==> config.mk <==
export PLATFORM = sky130hd
export DESIGN_NAME = fifo_16x3_flat
export DESIGN_NICKNAME = d
export VERILOG_FILES = /design/src/rtl/fifo_16x3_if.sv /design/src/rtl/fifo_16x3.sv /design/src/flat_wrapper.sv
export SDC_FILE = /design/constraint.sdc
export NUM_CORES = 1
export LEC_CHECK = 0
export BUFFER_PORTS_ARGS = -buffer_cell sky130_fd_sc_hd__buf_2
export CORE_MARGIN = 2
export CORE_UTILIZATION = 59
export CTS_BUF_LIST = sky130_fd_sc_hd__clkbuf_2
export DETAILED_ROUTE_END_ITERATION = 16
export PLACE_DENSITY = 0.84
export SLEW_MARGIN = 20
export SYNTH_ARGS = -nofsm -noshare
export SYNTH_HDL_FRONTEND = slang
export SYNTH_SLANG_ARGS = --single-unit
==> constraint.sdc <==
create_clock -name clk -period 2.7 [get_ports clk]
set_input_delay 0 -clock clk [delete_from_list [all_inputs] [get_ports clk]]
set_output_delay 0 -clock clk [all_outputs]
set_load 0.02 [all_outputs]
==> src/rtl/fifo_16x3_if.sv <==
`default_nettype none
// +--------------------------------------------------------------------+
// | fifo_16x3_if : producer/consumer bundle for the 3-deep FWFT FIFO    |
// | Revision     : 1.0                                                 |
// +--------------------------------------------------------------------+
interface fifo_16x3_if #(
  parameter int WIDTH = 16,
  parameter int DEPTH = 3
);
  localparam int CW = $clog2(DEPTH + 1);

  logic             write;
  logic [WIDTH-1:0] write_data;
  logic             read;
  logic [WIDTH-1:0] read_data;
  logic             empty;
  logic             full;
  logic [CW-1:0]    count;
  logic             overflow;
  logic             underflow;

  modport master (
    output write, write_data, read,
    input  read_data, empty, full, count, overflow, underflow
  );

  modport slave (
    input  write, write_data, read,
    output read_data, empty, full, count, overflow, underflow
  );
endinterface
`default_nettype wire

==> src/rtl/fifo_16x3.sv <==
`default_nettype none
// +--------------------------------------------------------------------+
// | fifo_16x3 : 3-entry x 16-bit first-word-fall-through FIFO with     |
// |             sticky overflow/underflow flags                        |
// | Revision  : 1.0                                                    |
// +--------------------------------------------------------------------+
module fifo_16x3 #(
  parameter int WIDTH = 16,
  parameter int DEPTH = 3
) (
  input  logic       clk,
  input  logic       reset,
  fifo_16x3_if.slave bus
);
  localparam int CW = $clog2(DEPTH + 1);
  localparam int PW = (DEPTH > 1) ? $clog2(DEPTH) : 1;
  localparam logic [CW-1:0] c_FULL_CNT = CW'(DEPTH);
  localparam logic [PW-1:0] c_LAST_PTR = PW'(DEPTH - 1);

  logic [WIDTH-1:0] mem_q [DEPTH];
  logic [PW-1:0]    wp_q, wp_d;
  logic [PW-1:0]    rp_q, rp_d;
  logic [CW-1:0]    count_q, count_d;
  logic             ovf_q, ovf_d;
  logic             unf_q, unf_d;
  logic             w_empty, w_full, w_do_wr, w_do_rd;

  assign w_empty = (count_q == '0);
  assign w_full  = (count_q == c_FULL_CNT);
  // A pop in the same cycle frees a slot, so a full FIFO still accepts the write.
  assign w_do_wr = bus.write & (~w_full | bus.read);
  assign w_do_rd = bus.read & ~w_empty;

  always_comb begin
    wp_d    = wp_q;
    rp_d    = rp_q;
    count_d = count_q;
    ovf_d   = ovf_q;
    unf_d   = unf_q;
    if (w_do_wr) wp_d = (wp_q == c_LAST_PTR) ? '0 : wp_q + 1'b1;
    if (w_do_rd) rp_d = (rp_q == c_LAST_PTR) ? '0 : rp_q + 1'b1;
    case ({w_do_wr, w_do_rd})
      2'b10:   count_d = count_q + 1'b1;
      2'b01:   count_d = count_q - 1'b1;
      default: count_d = count_q;
    endcase
    if (bus.write & ~w_do_wr) ovf_d = 1'b1;
    if (bus.read & ~w_do_rd)  unf_d = 1'b1;
  end

  always_ff @(posedge clk) begin
    if (reset) begin
      wp_q    <= '0;
      rp_q    <= '0;
      count_q <= '0;
      ovf_q   <= 1'b0;
      unf_q   <= 1'b0;
      for (int i = 0; i < DEPTH; i++) mem_q[i] <= '0;
    end else begin
      wp_q    <= wp_d;
      rp_q    <= rp_d;
      count_q <= count_d;
      ovf_q   <= ovf_d;
      unf_q   <= unf_d;
      if (w_do_wr) mem_q[wp_q] <= bus.write_data;
    end
  end

  assign bus.read_data = mem_q[rp_q];
  assign bus.empty     = w_empty;
  assign bus.full      = w_full;
  assign bus.count     = count_q;
  assign bus.overflow  = ovf_q;
  assign bus.underflow = unf_q;
endmodule
`default_nettype wire

==> src/flat_wrapper.sv <==
// flat-port wrapper written by rule: the top's interface ports become plain ports
module fifo_16x3_flat 
#(
  parameter int WIDTH = 16,
  parameter int DEPTH = 3
)
  (clk, reset, bus_write, bus_write_data, bus_read, bus_read_data, bus_empty, bus_full, bus_count, bus_overflow, bus_underflow);
  fifo_16x3_if #(.WIDTH(WIDTH), .DEPTH(DEPTH)) bus_i ();
  input  logic clk;
  input  logic reset;
  input wire logic [$bits(bus_i.write)-1:0] bus_write;
  input wire logic [$bits(bus_i.write_data)-1:0] bus_write_data;
  input wire logic [$bits(bus_i.read)-1:0] bus_read;
  output wire logic [$bits(bus_i.read_data)-1:0] bus_read_data;
  output wire logic [$bits(bus_i.empty)-1:0] bus_empty;
  output wire logic [$bits(bus_i.full)-1:0] bus_full;
  output wire logic [$bits(bus_i.count)-1:0] bus_count;
  output wire logic [$bits(bus_i.overflow)-1:0] bus_overflow;
  output wire logic [$bits(bus_i.underflow)-1:0] bus_underflow;
  assign bus_i.write = bus_write;
  assign bus_i.write_data = bus_write_data;
  assign bus_i.read = bus_read;
  assign bus_read_data = bus_i.read_data;
  assign bus_empty = bus_i.empty;
  assign bus_full = bus_i.full;
  assign bus_count = bus_i.count;
  assign bus_overflow = bus_i.overflow;
  assign bus_underflow = bus_i.underflow;
  fifo_16x3 #(.WIDTH(WIDTH), .DEPTH(DEPTH)) u_core (.clk(clk), .reset(reset), .bus(bus_i));
endmodule
# After elaboration in Yosys (flattened, before gate mapping)
# Memory sizes are Yosys's and may differ from the RTL's. A register that Yosys moved wholly into a read port is not among the register bits.
# Index checks and enable logic that the tools add are counted.
# totals
reg_bits	8
mem_bits_rw	48
inputBits	20
output_inout_bits	22
elab_cells	40
mem_count	1
# memory_table
name	depth	word_bits	rd	rd_clocked_by_memory_dff	wr	line	rtl
u_core.mem_q	3	16	1	1	3	fifo_16x3.sv:20	logic [WIDTH-1:0] mem_q [DEPTH];
# op_classes
n_addsub	4
n_eq_ne	5
muxes	13
n_bitwise	9
n_reduce_logical	3
# ops
op	n
$mux W16	1
$reduce_or A16 Y1	1
$mux W2	5
$eq A2 B2 Y1 const B	4
$add A2 B1 Y2 const B	3
$mux W1	6
$and A1 B1 Y1	4
$not A1 Y1	4
$pmux W2 S2	1
$eq A2 B1 Y1 const B	1
$logic_not A2 Y1	1
$reduce_bool A2 Y1	1
$sub A2 B1 Y2 const B	1
$or A1 B1 Y1	1

# Depth between registers and ports, before layout
# depth
word_depth	9
ltp_mapped	7
ltp_nobuf	6

# Worst setup path before layout
# OpenSTA, ideal clock, no wires.
# synth_timing
path_kind	register to register
from	reg u_core.count_q[0] (netlist: u_core.bus.count[0])
to	mem u_core.mem_q[3][0], enable pin
setup_time_ps	409
t_arrival_ps	1937
required_ps	2291
path_slack_ps	354
path_stages_with_launch	4
n_path_buf	1
synth_period_minus_slack_ps	2346
cell_sequence	dfxtp_1 > and3b_1 > buf_6 > nor3_1
# synth_rtl
element	line	rtl
start: declaration	fifo_16x3.sv:23	logic [CW-1:0] count_q, count_d;
start signal: assignment	fifo_16x3.sv:62	count_q <= count_d;
end: declaration	fifo_16x3.sv:20	

==> flow_summary_export.csv <==
group,metric,value,unit
outcome,outcome,"finished clean",
power_and_ir_drop,p_clk_share,19.4,%
power_and_ir_drop,p_leak,1.393,nW
sta,slew_violations,0,
drt,wl_met3,193,µm
layout,register_area,0.002122,mm²
drt,drtIter0Drc,128,
grt,gr-total-overflow,0,
sta,rsz0062_at_grt,"false",
placed_design,dp_hpwl,3398,µm
clocking,h-tree-depth,3,
drt,vias_per_cell,5.260,
worst_setup_path,crit_slowest_cell,"nor4b_4",
drt,dr_wl_met2,2792,µm
drt,drt_pass1_iterations,4,
layout,fillers,322,
worst_setup_path,crit_path_start_kind,"flop",
synth,yosysTopAreaCell,"edfxtp_1",
clocking,clk_pin_slew,0.18,ns
power_and_ir_drop,seq_power_share,56.3,%
power_and_ir_drop,ir_drop,0.5383,mV
sta,slew_headroom,48.05,%
layout,multiInputGateArea,915.9,µm²
placed_design,place.gp.congestion,0.6821,
power_and_ir_drop,total_power,2.464,mW
worst_setup_path,critPathBufInv,0,
grt,antenna_found_initial,0,
sta,fin_skew,0.01211,ns
worst_setup_path,crit_arrival,2.46,ns
drt,drc,0,
worst_setup_path,cp.required,2.84,ns
grt,grt_max_degree,19,
worst_setup_path,cp_top_family,"simple AND/OR/NAND/NOR gates",
drt,antenna_left,0,
power_and_ir_drop,p_comb_share,24.3,%
clocking,root_buffer,"clkbuf_2",
floorplanning,die_area,0.005855,mm²
clocking,numCtsBuffers,9,
power_and_ir_drop,p_int,1.746,mW
drt,top_layer_used,"met4",
hold_path,hold_path.class,"primary input to flop",
sta,worst_pin_slew,0.7782,ns
clocking,clk_latency,0.49,ns
sta,hold_viol_final,0,
clocking,cts_tree,"yes",
synth,netlist_top_cells_area,"edfxtp_1 (62%), mux4_2 (12%), and2_1 (9.9%)",
worst_setup_path,end_kind,"flop",
power_and_ir_drop,switching_share,29.16,%
floorplanning,die_y,76.52,µm
sta,setup_violations,0,
drt,wl_per_cell,16.63,µm
floorplanning,core,0.005107,mm²
power_and_ir_drop,switching_power,0.7187,mW
sta,fmax,0.4316,GHz
grt,grt_use_total,20.30,%
worst_setup_path,path_max_fanout,17,
layout,syn_to_final_growth,17.30,%
worst_setup_path,path_cells,"and3b_1 > nor4b_4 > or2_2",
grt,grt_first_pass_wirelength,8797,µm
sta,period_share,85.81,%
flow_run,timing.max_cap.violations,0,
sta,layout_min_cycle_time,2.317,ns
synth,synth_seq_area_share,68.39,%
drt,vias,1699,
floorplanning,initial_core_util,60.75,%
floorplanning,die_w,76.52,µm
synth,synth.net_count,203,
layout,final_cell_mix,"edfxtp_1 (64), and2_1 (49), buf_2 (41)",
synth,postSynthAreaPerCell,17.05,µm²
clocking,cts.path.max_buffers,2,
power_and_ir_drop,cellPowerDensity,677.1,mW/mm²
grt,grt_pass1_vias,1754,
placed_design,portBuffers,41,
layout,nNetsFinal,269,
drt,wl_met1,2294,µm
clocking,clock_sinks,74,
worst_setup_path,crit_type,"flop to flop",
layout,diodes,0,
synth,yosys_warnings,0,
floorplanning,ioPinCount,42,
synth,syn_inst,182,
layout,drive_above_1_share,33.20,%
worst_setup_path,max_stage_delay,0.73,ns
floorplanning,num_rows,26,
synth,netlist_area,0.003103,mm²
synth,ys_types,26,
synth,netlist.area_leader.share,61.94,%
drt,wirelength,5373,µm
layout,final_common_cell,"edfxtp_1",
synth,ys_ff_latch,74,
sta,fin_tns_setup,0,ns
clocking,ctsResizeCount,0,
[power by group through the flow]
| stage | combinational [mW] | sequential, mW | clock [mW] |
|---|---|---|---|
| after global placement | 0.568 | 1.41 | 0 |
| final | 0.598 | 1.39 | 0.478 |
| after CTS | 0.604 | 1.39 | 0.483 |
| after detailed placement | 0.574 | 1.42 | 0 |
| after global routing | 0.643 | 1.40 | 0.528 |
| after floorplan | 0.409 | 1.41 | 0 |
[sequential cells by signal, indices dropped and copies added (netlist names), named ones only]
register / flops
u_core.bus.overflow: 1
u_core.mem_q: 64
u_core.wp_q: 2
u_core.rp_q: 2
u_core.bus.underflow: 1
u_core.bus.count: 2
[cell families after synthesis]
group,synth area share (%)
flip-flops,68.39
AND/OR/NAND/NOR,15.08
multiplexers,11.61
buffers and inverters,2.258
AO/OA/AOI/OAI,1.694
XOR/XNOR,0.5646
adder cells (fa/ha/maj),0.4032
[synthesized netlist by cell type, drive strengths merged]
| library cell | n |
|---|---|
| xnor2 | 1 |
| xor2 | 1 |
| and2 | 49 |
| or3b | 1 |
| and3b | 1 |
| dfxtp | 10 |
| buf | 6 |
| o21ai | 2 |
| a21oi | 5 |
| nand2 | 3 |
| or2 | 3 |
| a31o | 2 |
| nor2 | 4 |
| nor4 | 1 |
| edfxtp | 64 |
| clkbuf | 3 |
| nand2b | 2 |
| or3 | 2 |
| nor4b | 2 |
| nor3 | 1 |
| ha | 1 |
| inv | 2 |
| mux4 | 16 |
[final timing paths]
| check | startpoint | to | slack, ns | cells after the start |
|---|---|---|---|---|
| hold / removal | bus_write_data[10] | u_core.mem_q[3][10] | 0.25 | 2 |
| setup reg to reg | u_core.bus.count[0] | u_core.mem_q[2][12] | 0.38 | 3 |
| hold reg to reg | u_core.bus.overflow | u_core.bus.overflow | 0.50 | 2 |
| setup / recovery | u_core.bus.count[0] | u_core.mem_q[2][12] | 0.38 | 3 |
[final cells by class]
cell class,count,area share (%)
Clock buffer,15,2.063
Clock inverter,1,0.1031
Inverter,2,0.2063
Multi-Input combinational cell,97,25.16
Sequential cell,74,58.30
Tap cell,70,2.406
Timing Repair Buffer,64,11.76
[repair_timing]
| action | in CTS | in global routing |
|---|---|---|
| setup buffers | 0 | 0 |
| hold endpoints to repair | 74 | 0 |
| hold buffers | 20 | 0 |
[stage by stage]
step,hold slack (ns),utilization (%),instances,worst slack (ns),cell area (µm²)
finish,0.2536,71.26,323,0.3832,3640
global route,0.2197,71.26,323,0.2505,3640
CTS,0.2259,71.26,323,0.3636,3640
detailed placement,0.2173,65.80,287,0.4089,3361
global placement,0.2168,65.80,287,0.4970,3361
floorplan,0.09887,-,182,0.3537,3103
[metal layers]
| layer | vias to the layer above | global-route usage, % |
|---|---|---|
| met5 | - | 0 |
| met4 | 0 | 8.727 |
| met3 | 9 | 4.621 |
| met2 | 41 | 34.51 |
| met1 | 838 | 25.15 |
| li1 | 811 | - |
Note: power is estimated with default switching activity, not from simulation.
